$ cat src/rtl/enc_pkg.sv
// Shared constants for the 16-to-4 request encoder: line count, code width, FSM states.
package enc_pkg;
  localparam int ENC_N = 16;
  localparam int ENC_W = 4;

  localparam logic ST_IDLE = 1'b0;
  localparam logic ST_HOLD = 1'b1;
endpackage

$ cat src/rtl/prio_find.sv
// Combinational index finder: highest set bit, or first set bit after start (wrapping) in round-robin mode.
module prio_find #(
  parameter  int N = 16,
  localparam int W = $clog2(N)
) (
  input  logic [N-1:0] mask,
  input  logic [W-1:0] start,
  input  logic         rr_en,
  output logic [W-1:0] idx,
  output logic         found
);

  logic [W-1:0] k;

  always_comb begin
    idx   = '0;
    found = 1'b0;
    k     = '0;
    if (rr_en) begin
      // N is a power of two, so the W-bit add wraps naturally back to 0.
      for (int i = 0; i < N; i++) begin
        k = start + W'(i) + W'(1);
        if (!found && mask[k]) begin
          idx   = k;
          found = 1'b1;
        end
      end
    end else begin
      for (int i = 0; i < N; i++) begin
        if (mask[i]) begin
          idx   = W'(i);
          found = 1'b1;
        end
      end
    end
  end

endmodule

$ cat src/rtl/req_encoder_16_to_4.sv
// Sticky 16-line request capture, one 4-bit code per valid/ready transfer; valid one edge after capture,
// 1 code/cycle sustained; y_o/valid_o frozen while ready_i is low, pending bits keep accumulating.
module req_encoder_16_to_4
  import enc_pkg::*;
#(
  parameter int N     = ENC_N,
  parameter int W     = ENC_W,
  parameter bit RR_EN = 1'b0
) (
  input  logic         clk_i,
  input  logic         rst_i,
  input  logic         en_i,
  input  logic [N-1:0] req_i,
  input  logic         clr_i,
  input  logic         ready_i,
  output logic [W-1:0] y_o,
  output logic         valid_o,
  output logic [N-1:0] pend_o,
  output logic         ovf_o
);

  logic [N-1:0] pend_q, pend_d;
  logic [N-1:0] req_m, served, cand;
  logic [W-1:0] y_q, y_d, last_q, last_d, sel_idx;
  logic         valid_q, valid_d, ovf_q, ovf_d, state_q, state_d;
  logic         sel_found, hs;

  assign hs    = valid_q & ready_i;
  assign req_m = req_i & {N{en_i}};
  assign cand  = pend_q & ~served;

  always_comb begin
    served = '0;
    if (hs) served[y_q] = 1'b1;
  end

  prio_find #(.N(N)) u_find (
    .mask  (cand),
    .start (last_q),
    .rr_en (RR_EN),
    .idx   (sel_idx),
    .found (sel_found)
  );

  always_comb begin
    pend_d  = cand | req_m;
    ovf_d   = |(req_m & cand);
    y_d     = y_q;
    valid_d = valid_q;
    state_d = state_q;
    last_d  = last_q;
    if (clr_i) begin
      // Flush wins over capture and over a coincident handshake; y and last are kept.
      pend_d  = '0;
      ovf_d   = 1'b0;
      valid_d = 1'b0;
      state_d = ST_IDLE;
    end else if (state_q == ST_IDLE || hs) begin
      if (sel_found) begin
        y_d     = sel_idx;
        last_d  = sel_idx;
        valid_d = 1'b1;
        state_d = ST_HOLD;
      end else begin
        valid_d = 1'b0;
        state_d = ST_IDLE;
      end
    end
  end

  always_ff @(posedge clk_i or posedge rst_i) begin
    if (rst_i) begin
      pend_q  <= '0;
      y_q     <= '0;
      valid_q <= 1'b0;
      ovf_q   <= 1'b0;
      state_q <= ST_IDLE;
      last_q  <= W'(N - 1);
    end else begin
      pend_q  <= pend_d;
      y_q     <= y_d;
      valid_q <= valid_d;
      ovf_q   <= ovf_d;
      state_q <= state_d;
      last_q  <= last_d;
    end
  end

  assign y_o     = y_q;
  assign valid_o = valid_q;
  assign pend_o  = pend_q;
  assign ovf_o   = ovf_q;

endmodule

$ cat config.mk
export PLATFORM = sky130hd
export DESIGN_NAME = req_encoder_16_to_4
export DESIGN_NICKNAME = d
export VERILOG_FILES = /design/src/rtl/enc_pkg.sv /design/src/rtl/prio_find.sv /design/src/rtl/req_encoder_16_to_4.sv
export SDC_FILE = /design/constraint.sdc
export NUM_CORES = 1
export LEC_CHECK = 0
export BUFFER_PORTS_ARGS = -buffer_cell sky130_fd_sc_hd__buf_2
export CAP_MARGIN = 25
export CORE_UTILIZATION = 50
export DETAILED_ROUTE_END_ITERATION = 8
export HOLD_SLACK_MARGIN = 0.03
export PLACE_DENSITY = 0.7
export SLEW_MARGIN = 20
export SYNTH_ARGS = -nofsm -noshare
export SYNTH_HDL_FRONTEND = slang
export SYNTH_HIERARCHICAL = 1
export SYNTH_SLANG_ARGS = --single-unit
$ cat constraint.sdc
create_clock -name clk_i -period 5.6 [get_ports clk_i]
set_input_delay 1.12 -clock clk_i [delete_from_list [all_inputs] [get_ports clk_i]]
set_output_delay 1.12 -clock clk_i [all_outputs]
set_load 0.05 [all_outputs]
## Yosys cells after proc, flatten, opt, wreduce, memory -nomap -nowiden

Cells that the tools add are included.
Widths: inputs -> output; s select.

- Order comparisons: 2
- Muxes and demuxes: 39
- Bitwise logic cells: 8
- Reduce and logical (&&, ||, !) cells: 5

Operator list:

| kind | count |
|---|---|
| $and 16x16->16 | 3 |
| $mux 16 | 2 |
| $mux 4 | 8 |
| $mux 1 | 22 |
| $not 16->16 | 1 |
| $or 16x16->16 | 1 |
| $reduce_or 16->1 | 1 |
| $mux 3 | 4 |
| $lt 4x5->1 const B | 1 |
| $demux 1 s4 | 1 |
| $ge 4x1->1 const B | 1 |
| $mux 2 | 2 |
| $reduce_and 3->1 | 1 |
| $not 1->1 | 2 |
| $reduce_bool 2->1 | 1 |
| $and 1x1->1 | 1 |
| $logic_and 1x1->1 | 1 |
| $logic_or 1x1->1 | 1 |

- Flip-flop bits (word level): 22
- Input bits: 21
- Output and inout port bits: 22
- Logic and storage cells: 58

## Longest topological paths before layout

Gate-level depths: netlist of the first run.

- Depth in word-level cells: 26
- Depth in mapped cells: 19

## Hierarchy

Netlist of the first run, hierarchy kept.

Modules (own cells, without submodules):

| module | instances | cells each | area each (um^2) |
|---|---|---|---|
| prio_find | 1 | 326 | 2770.2 |
| req_encoder_16_to_4 | 1 | 121 | 1206.2 |

## Least setup slack after synthesis of the first run

No wires, ideal clock.

- Kind: reg-to-reg
- Start: reg, netlist name last_q[1]
- End: reg y_q[3] (netlist: y_o[3])
- Data arrival time: 4.294 ns
- Data required time: 5.475 ns
- Path slack: 1.181 ns
- Cell stages (with the launch flop): 17
- Buffers on the path: 4
- Cell sequence: dfstp_2 > buf_2 > buf_2 > clkbuf_1 > inv_1 > ha_1 > buf_6 > mux4_1 > mux2_2 > mux2_2 > or2_2 > nor2_1 > a211oi_1 > o31ai_1 > a21o_1 > a21oi_1 > mux2_2

RTL lines:

| element | line | RTL |
|---|---|---|
| to (signal assigned) | req_encoder_16_to_4.sv:81 | `y_q <= y_d;` |
| to (decl) | req_encoder_16_to_4.sv:24 | `logic [W-1:0] y_q, y_d, last_q, last_d, sel_idx;` |

## Final worst setup path of the first run

- Start: in ready_i
- End: reg y_q[3] (netlist: y_o[3])

RTL lines:

| element | line | RTL |
|---|---|---|
| from (decl) | req_encoder_16_to_4.sv:15 | `input logic ready_i,` |
| $and 1x1->1 | req_encoder_16_to_4.sv:28 | `assign hs = valid_q & ready_i;` |
| $mux 16 | req_encoder_16_to_4.sv:34 | `if (hs) served[y_q] = 1'b1;` |
| $not 16->16 | req_encoder_16_to_4.sv:30 | `assign cand = pend_q & ~served;` |
| $and 16x16->16 | req_encoder_16_to_4.sv:30 |  |
| net cand[7] | req_encoder_16_to_4.sv:23 | `logic [N-1:0] req_m, served, cand;` |
| $mux 1 (9 in a row) | prio_find.sv:30 | `if (mask[i]) begin` |
| $reduce_and 3->1 (no line) | -- |  |

The timed path passes the listed nets, and every way through them passes these cells.
A chain may end at the register's enable or synchronous reset.

==> results of run 1 <==
-- metal layers --
layer	global-route usage [%]	routed length, um
met1	38.2	4960
met4	11.2	393
met5	0	0
met3	3.94	908
met2	46.1	5630
-- metrics by stage --
| step | instance area (um2) | std cells | worst slack (ns) | hold WS (ns) |
|---|---|---|---|---|
| floorplan | 3980 | 447 | 1.18 | 0.607 |
| global placement | 4100 | 564 | 0.829 | 0.614 |
| detailed placement | 4100 | 564 | 0.694 | 0.604 |
| CTS | 4140 | 568 | 0.912 | 0.617 |
| global route | 4180 | 569 | 0.657 | 0.635 |
| finish | 4180 | 569 | 0.813 | 0.620 |
-- Yosys cell counts (4+ instances only) --
cell      count  share of area, %
a22o_1        4              0.88
nor2_1       34               3.2
mux4_1        7               4.6
nor2b_1       4              0.63
nand2b_1      6              0.94
nand2_1      40               3.8
nor3_1       12               1.5
a31oi_1       7               1.1
dfrtp_1      22                14
buf_2         7              0.88
mux2_2       32               9.1
a21oi_1      42               5.3
nand3_1      12               1.5
dfstp_2       4               2.6
ha_1          8               2.5
clkbuf_8      4               1.4
mux4_2       22                12
o21ai_0      23               2.9
o22ai_1       7               1.1
xnor2_1       6               1.3
clkbuf_1     12               1.1
mux2i_1      23               5.8
o21a_1        4              0.76
inv_1        24               2.3
o31ai_1       8               1.5
-- registers in the layout, indices dropped and copies added (netlist names) --
name,count
pend_o,16
y_o,4
ovf_o,1
state_q,1
last_q,4
-- worst paths after layout --
| path | from | end | slack [ns] | cells after the start |
|---|---|---|---|---|
| min | pend_o[9]$_DFF_PP0_ | pend_o[9]$_DFF_PP0_ | 0.62 | 2 |
| min in group asynchronous | rst_i | y_o[2]$_DFFE_PP0P_ | 0.76 | 2 |
| max in group asynchronous | rst_i | pend_o[5]$_DFF_PP0_ | 4.47 | 3 |
| max | ready_i | y_o[3]$_DFFE_PP0P_ | 0.81 | 14 |
| max reg2reg | last_q[0]$_DFFE_PP1P_ | y_o[3]$_DFFE_PP0P_ | 0.96 | 12 |
| min reg2reg | pend_o[9]$_DFF_PP0_ | pend_o[9]$_DFF_PP0_ | 0.62 | 2 |
-- worst register-to-register path, delay by kind of cell (launching register included) --
family                     cells  cell delay [ns]
AOI/OAI and AO/OA              2             0.22
DFF                            1             0.54
buffers and inverters          1             0.19
adders and majority gates      1             0.90
and+or+nand+nor                4             1.06
muxes                          4             1.63
-- kinds of logic after synthesis --
logic type	count (synthesis)	synth area share, %
xor gates and xnor gates	9	2.33
and+or+nand+nor	135	16.9
AOI/OAI and AO/OA	125	19.9
buffers and inverters	56	8.56
adders and majority gates	8	2.52
other	1	0.0943
muxes	87	33.3
DFF	26	16.5
-- layout make-up --
| class | instances | area (um2) | share of cell area, % |
|---|---|---|---|
| Tap cell | 102 | 128 | 3.05 |
| Timing Repair Buffer | 47 | 268 | 6.41 |
| Clock buffer | 4 | 45.0 | 1.08 |
| Multi-Input combinational cell | 365 | 2990 | 71.5 |
| Sequential cell | 26 | 656 | 15.7 |
| Inverter | 25 | 93.8 | 2.25 |
==> results by group, run 1 <==
Floorplan
  • # IOs: 43
  • Die ar.: 8310 um2
  • Die W: 91.2 um
  • Die Y: 91.2 um
  • Row cnt: 32
  • Core area: 7730 um2
  • Starting density of the core: 51.5%

Global routing
  • Gr usage total: 28.4%
  • Largest net degree at the start of global routing: 29
  • Number of global-route vias before repair: 3704
  • First-pass GRT wire length: 18900 um
  • Grt ovf: 0
  • Initial antenna violation count: 0

Layout
  • Final design utilization: 54.1%
  • Commonest non-fill, non-tap cells in the layout: a21oi_1 (42), buf_2 (42), nand2_1 (40)
  • # diodes: 0
  • Layout area overhead: 5.07%
  • Nets@finish: 497
  • Fillers: 726
  • Share of cells above drive strength 1: 26.8%

Setup path
  • Critical path arrival: 4.94 ns
  • Worst path slowest cell: mux4_2
  • Critical path buffers and inverters: 2
  • Critical Path Sink Type: flip-flop
  • Most frequent CP cell: mux2_2
  • CP Class: in -> reg
  • CP required: 5.76 ns
  • Slowest Stage Delay on Critical Path: 0.58 ns
  • CP Launch Type: input port
  • CP top delay family: multiplexers
  • Crit-path max FO: 10
  • Crit path cell chain: buf_2 > nand4b_1 > o21ai_0 > inv_1 > mux4_2 > mux2_2 > mux2_2 > or2_2 > nor2_1 > a211oi_1 > o31ai_1 > a21o_1 > a21oi_1 > mux2_2

CTS
  • Setup Buffers After CTS: 0
  • Cts repair resizes: 0
  • CTS tree: done
  • Total CTS buffers: 3
  • Clock Sinks: 26
  • CTS Hold Bufs: 0
  • Clock tree root driver cell: clkbuf_8
  • Htree depth: 1
  • Max clock buf depth: 2
  • Worst skew pair latency: 0.27 ns
  • Clk slew on worst S/H paths: 0.08 ns

Synthesis
  • Post-synthesis sequential area ratio: 16.5%
  • Count of yosys warnings during synthesis: 6
  • Post-synth EDFFs: 0
  • Ys flop type: dfrtp_1
  • Synth Net Count: 476
  • Post-synthesis cell count: 447
  • #FFs+latches synth: 26
  • Syn Area/Cell: 8.90 um2
  • Post-synth ARST share: 100%
  • Post-synth cell types: 71
  • Cell Area, Synth: 3980 um2

Detailed routing
  • WL final: 11900 um
  • DR DRC count: 0
  • Vias: 3884
  • Detail Route Antenna Nets: 0
  • First drt pass iteration count: 5
  • Drt first-iter violations: 294
  • Vias per cell: 6.83
  • Avg WL per Cell: 20.9 um

STA
  • RSZ-0062 raised after global routing: false
  • Fmax: 209 MHz
  • Final setup viols: 0
  • Final setup skew: 0.00316 ns
  • Tmin final: 4.79 ns
  • Slew headroom: 35.4%
  • Slew @ Worst Pin: 0.966 ns
  • Slew Limit Fails: 0
  • Fin. Hold Viols: 0
  • Fin Setup TNS: 0 ns
  • Fin crit share: 85.5%

Placed design
  • IO Port Bufs: 42
  • Detailed placer's ending HPWL: 8890 um
  • Routability cong.: 0.992

Run
  • Max Cap Violations: 0

Worst hold path
  • Hold Crit Class: reg -> reg

Status
  • Status: completed
Power of run 1 is not shown: default switching activity piles up to over one toggle a cycle in this logic, so the estimate is an artifact.
==> inputs of run 2 (changes only) <==
- MAX_ROUTING_LAYER: not set -> met4
==> run 2 against run 1 <==
Net effect: final area rose by 0.18%; maximum frequency rose by 4.4%; cell count rose by 0.35%; wire length fell by 1.1%; highest routed layer unchanged; register-to-register slack improved by 0.09 ns; first-iteration DRC count fell by 20%; critical endpoint is now last_q[3]$_DFFE_PP1P_; sequential cell count did not move; via count fell by 2.0%.
==> results by group, run 2 (synthesis results as in run 1) <==
Floorplan
  • Row cnt: 32
  • Die W: 91.2 um
  • Starting density of the core: 51.5%
  • Die Y: 91.2 um
  • Core area: 7730 um2
  • # IOs: 43
  • Die ar.: 8310 um2

Setup path
  • Reg2Reg Depth: 12
  • Slowest Stage Delay on Critical Path: 0.65 ns
  • CP required: 5.82 ns
  • Reg2Reg Setup Slack: 1.05 ns
  • Crit-path max FO: 10
  • Critical Path Sink Type: flip-flop
  • Crit path cell chain: buf_2 > nand4_1 > o31ai_1 > inv_1 > mux2_2 > mux4_1 > mux2i_4 > nand3_2 > nor3_1 > or2b_2 > a21oi_1 > o32ai_1 > a21oi_1 > mux2_2
  • CP Launch Type: input port
  • CP Class: in -> reg
  • Worst path slowest cell: mux4_1
  • Critical path arrival: 4.80 ns

Layout
  • Layout area overhead: 5.25%
  • Commonest non-fill, non-tap cells in the layout: a21oi_1 (42), buf_2 (42), nand2_1 (40)
  • Max reg flops: 16
  • Post-route insts no fill: 571
  • Nets@finish: 499
  • # diodes: 0
  • Share of cells above drive strength 1: 26.9%

Detailed routing
  • DR DRC count: 0
  • Detail Route Antenna Nets: 0
  • Avg WL per Cell: 20.6 um
  • Drt first-iter violations: 236
  • Vias per cell: 6.67
  • Vias: 3806
  • WL final: 11800 um
  • First drt pass iteration count: 6

CTS
  • Max clock buf depth: 2
  • CTS Hold Bufs: 0
  • Cts repair resizes: 0
  • Htree depth: 1
  • Total CTS buffers: 3
  • Worst skew pair latency: 0.28 ns
  • Clock Sinks: 26
  • Clk slew on worst S/H paths: 0.08 ns
  • Setup Buffers After CTS: 0
  • CTS tree: done
  • Clock tree root driver cell: clkbuf_8

Placed design
  • Routability cong.: 0.999
  • Placed Cells incl. Taps: 566
  • IO Port Bufs: 42
  • Detailed placer's ending HPWL: 8890 um

Global routing
  • Gr usage total: 29.4%
  • Number of global-route vias before repair: 3584
  • Largest net degree at the start of global routing: 29
  • Initial antenna violation count: 0
  • Grt ovf: 0
  • First-pass GRT wire length: 18700 um

Worst hold path
  • Hold Crit Class: reg -> reg
  • Hold Crit Depth: 2

STA
  • Fin Setup TNS: 0 ns
  • RSZ-0062 raised after global routing: false
  • Slew Limit Fails: 0
  • Fin Hold WS: 0.619 ns
  • Final setup viols: 0
  • Tmin final: 4.58 ns
  • Fin. Hold Viols: 0
  • Fmax: 218 MHz
  • Fin crit share: 81.8%
  • Final setup skew: 0.0101 ns
  • Slew @ Worst Pin: 0.904 ns
  • Slew headroom: 39.3%

Status
  • Status: completed

Run
  • Max Cap Violations: 0
==> run 2: changes by cell type in the layout (fill, tap and decap cells not counted), sizes merged <==
cell	previous run	this run
buf	47	49
==> run 2: critical path: cells and delay by family <==
| family | cells | cell delay [ns] |
|---|---|---|
| mux | 4 | 1.41 |
| simple gates | 4 | 1.05 |
| compound gates | 4 | 0.84 |
| buf+inv | 2 | 0.39 |
==> run 2: worst paths after layout <==
| check | startpoint | end |
|---|---|---|
| max | ready_i | last_q[3]$_DFFE_PP1P_ |
| min | pend_o[9]$_DFF_PP0_ | pend_o[9]$_DFF_PP0_ |
| max reg2reg | last_q[0]$_DFFE_PP1P_ | last_q[3]$_DFFE_PP1P_ |
| min reg2reg | pend_o[9]$_DFF_PP0_ | pend_o[9]$_DFF_PP0_ |
| max in group asynchronous | rst_i | last_q[1]$_DFFE_PP1P_ |
| min in group asynchronous | rst_i | pend_o[9]$_DFF_PP0_ |
==> run 2: per-stage QoR <==
stage	setup WS [ns]	utilization, %	area (um2)
floorplan	1.18	-	3980
global placement	0.868	53.1	4110
detailed placement	0.800	53.2	4110
CTS	1.09	53.8	4160
global route	0.736	54.2	4190
finish	1.02	54.2	4190
==> run 2: final cells by class <==
| class | instances | area (um2) |
|---|---|---|
| timing repair buffer | 49 | 283 |
| multi-input combinational | 365 | 2980 |
| inverter | 25 | 93.8 |
| fill | 742 | 3540 |
| clock buffer | 4 | 45.0 |
| sequential | 26 | 656 |
| tap | 102 | 128 |
==> run 2: metal layers <==
layer	vias up	part of all wire, %	GRT usage, %
met1	1832	44	38.5
met4	0	3.7	12.0
met5	-	0	-
met2	189	47	46.7
met3	45	5.8	3.35
li1	1740	-	-
Power of run 2 is left out for the same reason.
==> inputs of run 3 (changes only) <==
- ABC_AREA: not set -> 1
- clock period: 5.6 -> 4.8 ns (I/O delays scaled with it)
==> run 3 against run 2 <==
Net effect: critical path depth decreased by 1; sequential cell count unchanged; wire length decreased by 3.3%; area after synthesis decreased by 6.2%; non-clock buffer count decreased by 7; count of clock-buffer cells in the layout decreased by 1; final area decreased by 3.6%; global-route usage increased by 2.3 points; via count increased by 12%; critical path type unchanged; clock skew decreased by 0.0027 ns.
==> results by group, run 3 <==
Status
  • Status: completed

Detailed routing
  • Avg WL per Cell: 14.4 um
  • WL final: 11400 um
  • First drt pass iteration count: 5
  • Drt first-iter violations: 334
  • Vias: 4265
  • Detail Route Antenna Nets: 0
  • DR DRC count: 0
  • Vias per cell: 5.39

Placed design
  • Routability cong.: 0.979
  • IO Port Bufs: 42
  • Detailed placer's ending HPWL: 9060 um

Synthesis
  • Post-synth cell types: 45
  • Area leader, netlist: nand2_1
  • Post-synthesis cell count: 659
  • Syn Area/Cell: 5.66 um2
  • Ys flop type: dfrtp_1
  • Count of yosys warnings during synthesis: 6
  • Cell Area, Synth: 3730 um2
  • Count leader, synth: nand2_1
  • Post-synth EDFFs: 0
  • Post-synthesis sequential area ratio: 17.6%
  • Share of the synthesized area in the top cell type: 22.6%
  • #FFs+latches synth: 26
  • Most frequent cells after synthesis: nand2_1 (224), nand3_1 (116), inv_1 (77)
  • Synth area leaders: nand2_1 (23%), nand3_1 (16%), dfrtp_1 (15%), inv_1 (7.8%), nor2_1 (6.1%)
  • Post-synth ARST share: 100%

CTS
  • CTS tree: done
  • Htree depth: 1
  • Cts repair resizes: 0
  • Clock Sinks: 26
  • Setup Buffers After CTS: 0
  • Worst skew pair latency: 0.29 ns
  • Clk slew on worst S/H paths: 0.10 ns
  • Max clock buf depth: 2
  • CTS Hold Bufs: 0
  • Total CTS buffers: 3
  • Clock tree root driver cell: clkbuf_8

Setup path
  • Crit-path max FO: 12
  • CP Launch Type: input port
  • CP required: 4.95 ns
  • Critical path arrival: 2.99 ns
  • Critical Path Sink Type: flip-flop
  • CP Class: in -> reg

Floorplan
  • Row cnt: 31
  • Die W: 88.4 um
  • Die ar.: 7810 um2
  • Die Y: 88.4 um
  • Core area: 7210 um2
  • Starting density of the core: 51.7%
  • # IOs: 43

STA
  • Fmax: 352 MHz
  • RSZ-0062 raised after global routing: false
  • Tmin final: 2.84 ns
  • Slew headroom: 39.2%
  • Slew @ Worst Pin: 0.905 ns
  • Fin. Hold Viols: 0
  • Final setup skew: 0.00740 ns
  • Fin crit share: 59.3%
  • Final setup viols: 0
  • Fin Setup TNS: 0 ns
  • Slew Limit Fails: 0

Layout
  • Share of cells above drive strength 1: 14.4%
  • Max reg flops: 16
  • Nets@finish: 723
  • Most common cell after layout, fill and taps aside: nand2_1
  • # diodes: 0
  • Final design utilization: 55.9%
  • Layout area overhead: 8.26%
  • Commonest non-fill, non-tap cells in the layout: nand2_1 (224), nand3_1 (116), inv_1 (76)

Run
  • Max Cap Violations: 0

Worst hold path
  • Hold Crit Class: reg -> reg

Global routing
  • Initial antenna violation count: 0
  • Grt ovf: 0
  • Number of global-route vias before repair: 3914
  • Gr usage total: 31.7%
  • First-pass GRT wire length: 18500 um
  • Largest net degree at the start of global routing: 33
[run 3: cell count changes after synthesis, moves of 8 or more]
cell	change
a21oi_1	-16
nand3_1	+104
nand2_1	+184
mux2i_1	-22
mux2_2	-32
nor2_1	+27
clkbuf_1	-12
inv_1	+53
inv_2	+8
nand4_1	+8
mux4_2	-22
[run 3: path summary, 6_finish.rpt]
kind	startpoint	endpoint	slack, ns	cells after the start
max reg2reg	y_o[1]$_DFFE_PP0P_	y_o[0]$_DFFE_PP0P_	2.27	11
min	pend_o[12]$_DFF_PP0_	pend_o[12]$_DFF_PP0_	0.59	2
min in group asynchronous	rst_i	pend_o[10]$_DFF_PP0_	0.70	2
max	ready_i	y_o[0]$_DFFE_PP0P_	1.96	13
min reg2reg	pend_o[12]$_DFF_PP0_	pend_o[12]$_DFF_PP0_	0.59	2
max in group asynchronous	rst_i	pend_o[6]$_DFF_PP0_	3.72	2
[run 3: kinds of logic (layout without fill, tap and decap cells)]
group                      count (synthesis)  after routing  share of synthesized area, %
other                                      1              4                         0.101
muxes                                      1              1                         0.268
buffers and inverters                    103            134                          11.8
DFF                                       26             26                          17.6
xor gates and xnor gates                   7              7                          2.75
AOI/OAI and AO/OA                         59             59                          9.03
adders and majority gates                  8              8                          2.68
and+or+nand+nor                          454            454                          55.8
[run 3: metal layers]
layer | vias to the layer above | GRT usage (%) | routed length (um)
met2 | 144 | 52.0 | 5390
met4 | 0 | 15.4 | 504
met3 | 35 | 2.71 | 470
met1 | 1890 | 39.3 | 5010
li1 | 2196 | - | -
met5 | - | - | 0
[run 3: per-stage QoR]
| stage | setup slack (ns) | cells | area (um2) | hold slack (ns) |
|---|---|---|---|---|
| 5_1_grt | 1.68 | 792 | 4040 | 0.619 |
| 3_5_place_dp | 1.67 | 788 | 3970 | 0.570 |
| 6_report | 1.96 | 792 | 4040 | 0.589 |
| 3_3_place_gp | 1.70 | 788 | 3970 | 0.572 |
| 2_1_floorplan | 2.06 | 662 | 3740 | 0.496 |
| 4_1_cts | 1.97 | 792 | 4040 | 0.584 |
[run 3: worst max-delay path, stage by stage]
cell and delay [ns]:
buf_2 0.09, nand2_1 0.14, nor2_1 0.25, nand2_1 0.11
nand2_1 0.11, inv_1 0.12, nor4_1 0.36, nand2_1 0.12
nor4_1 0.18, a31oi_1 0.10, nor3b_2 0.25, nand2_1 0.10
o21ai_0 0.09
[run 3: area by class of cell]
type / instances / area [um2]
fill: 776 / 3180
multi-input combinational: 533 / 2650
sequential: 26 / 656
inverter: 88 / 330
timing repair buffer: 42 / 210
tap: 99 / 124
clock buffer: 3 / 41.3
clock inverter: 1 / 30.0
Power of run 3 is left out for the same reason.
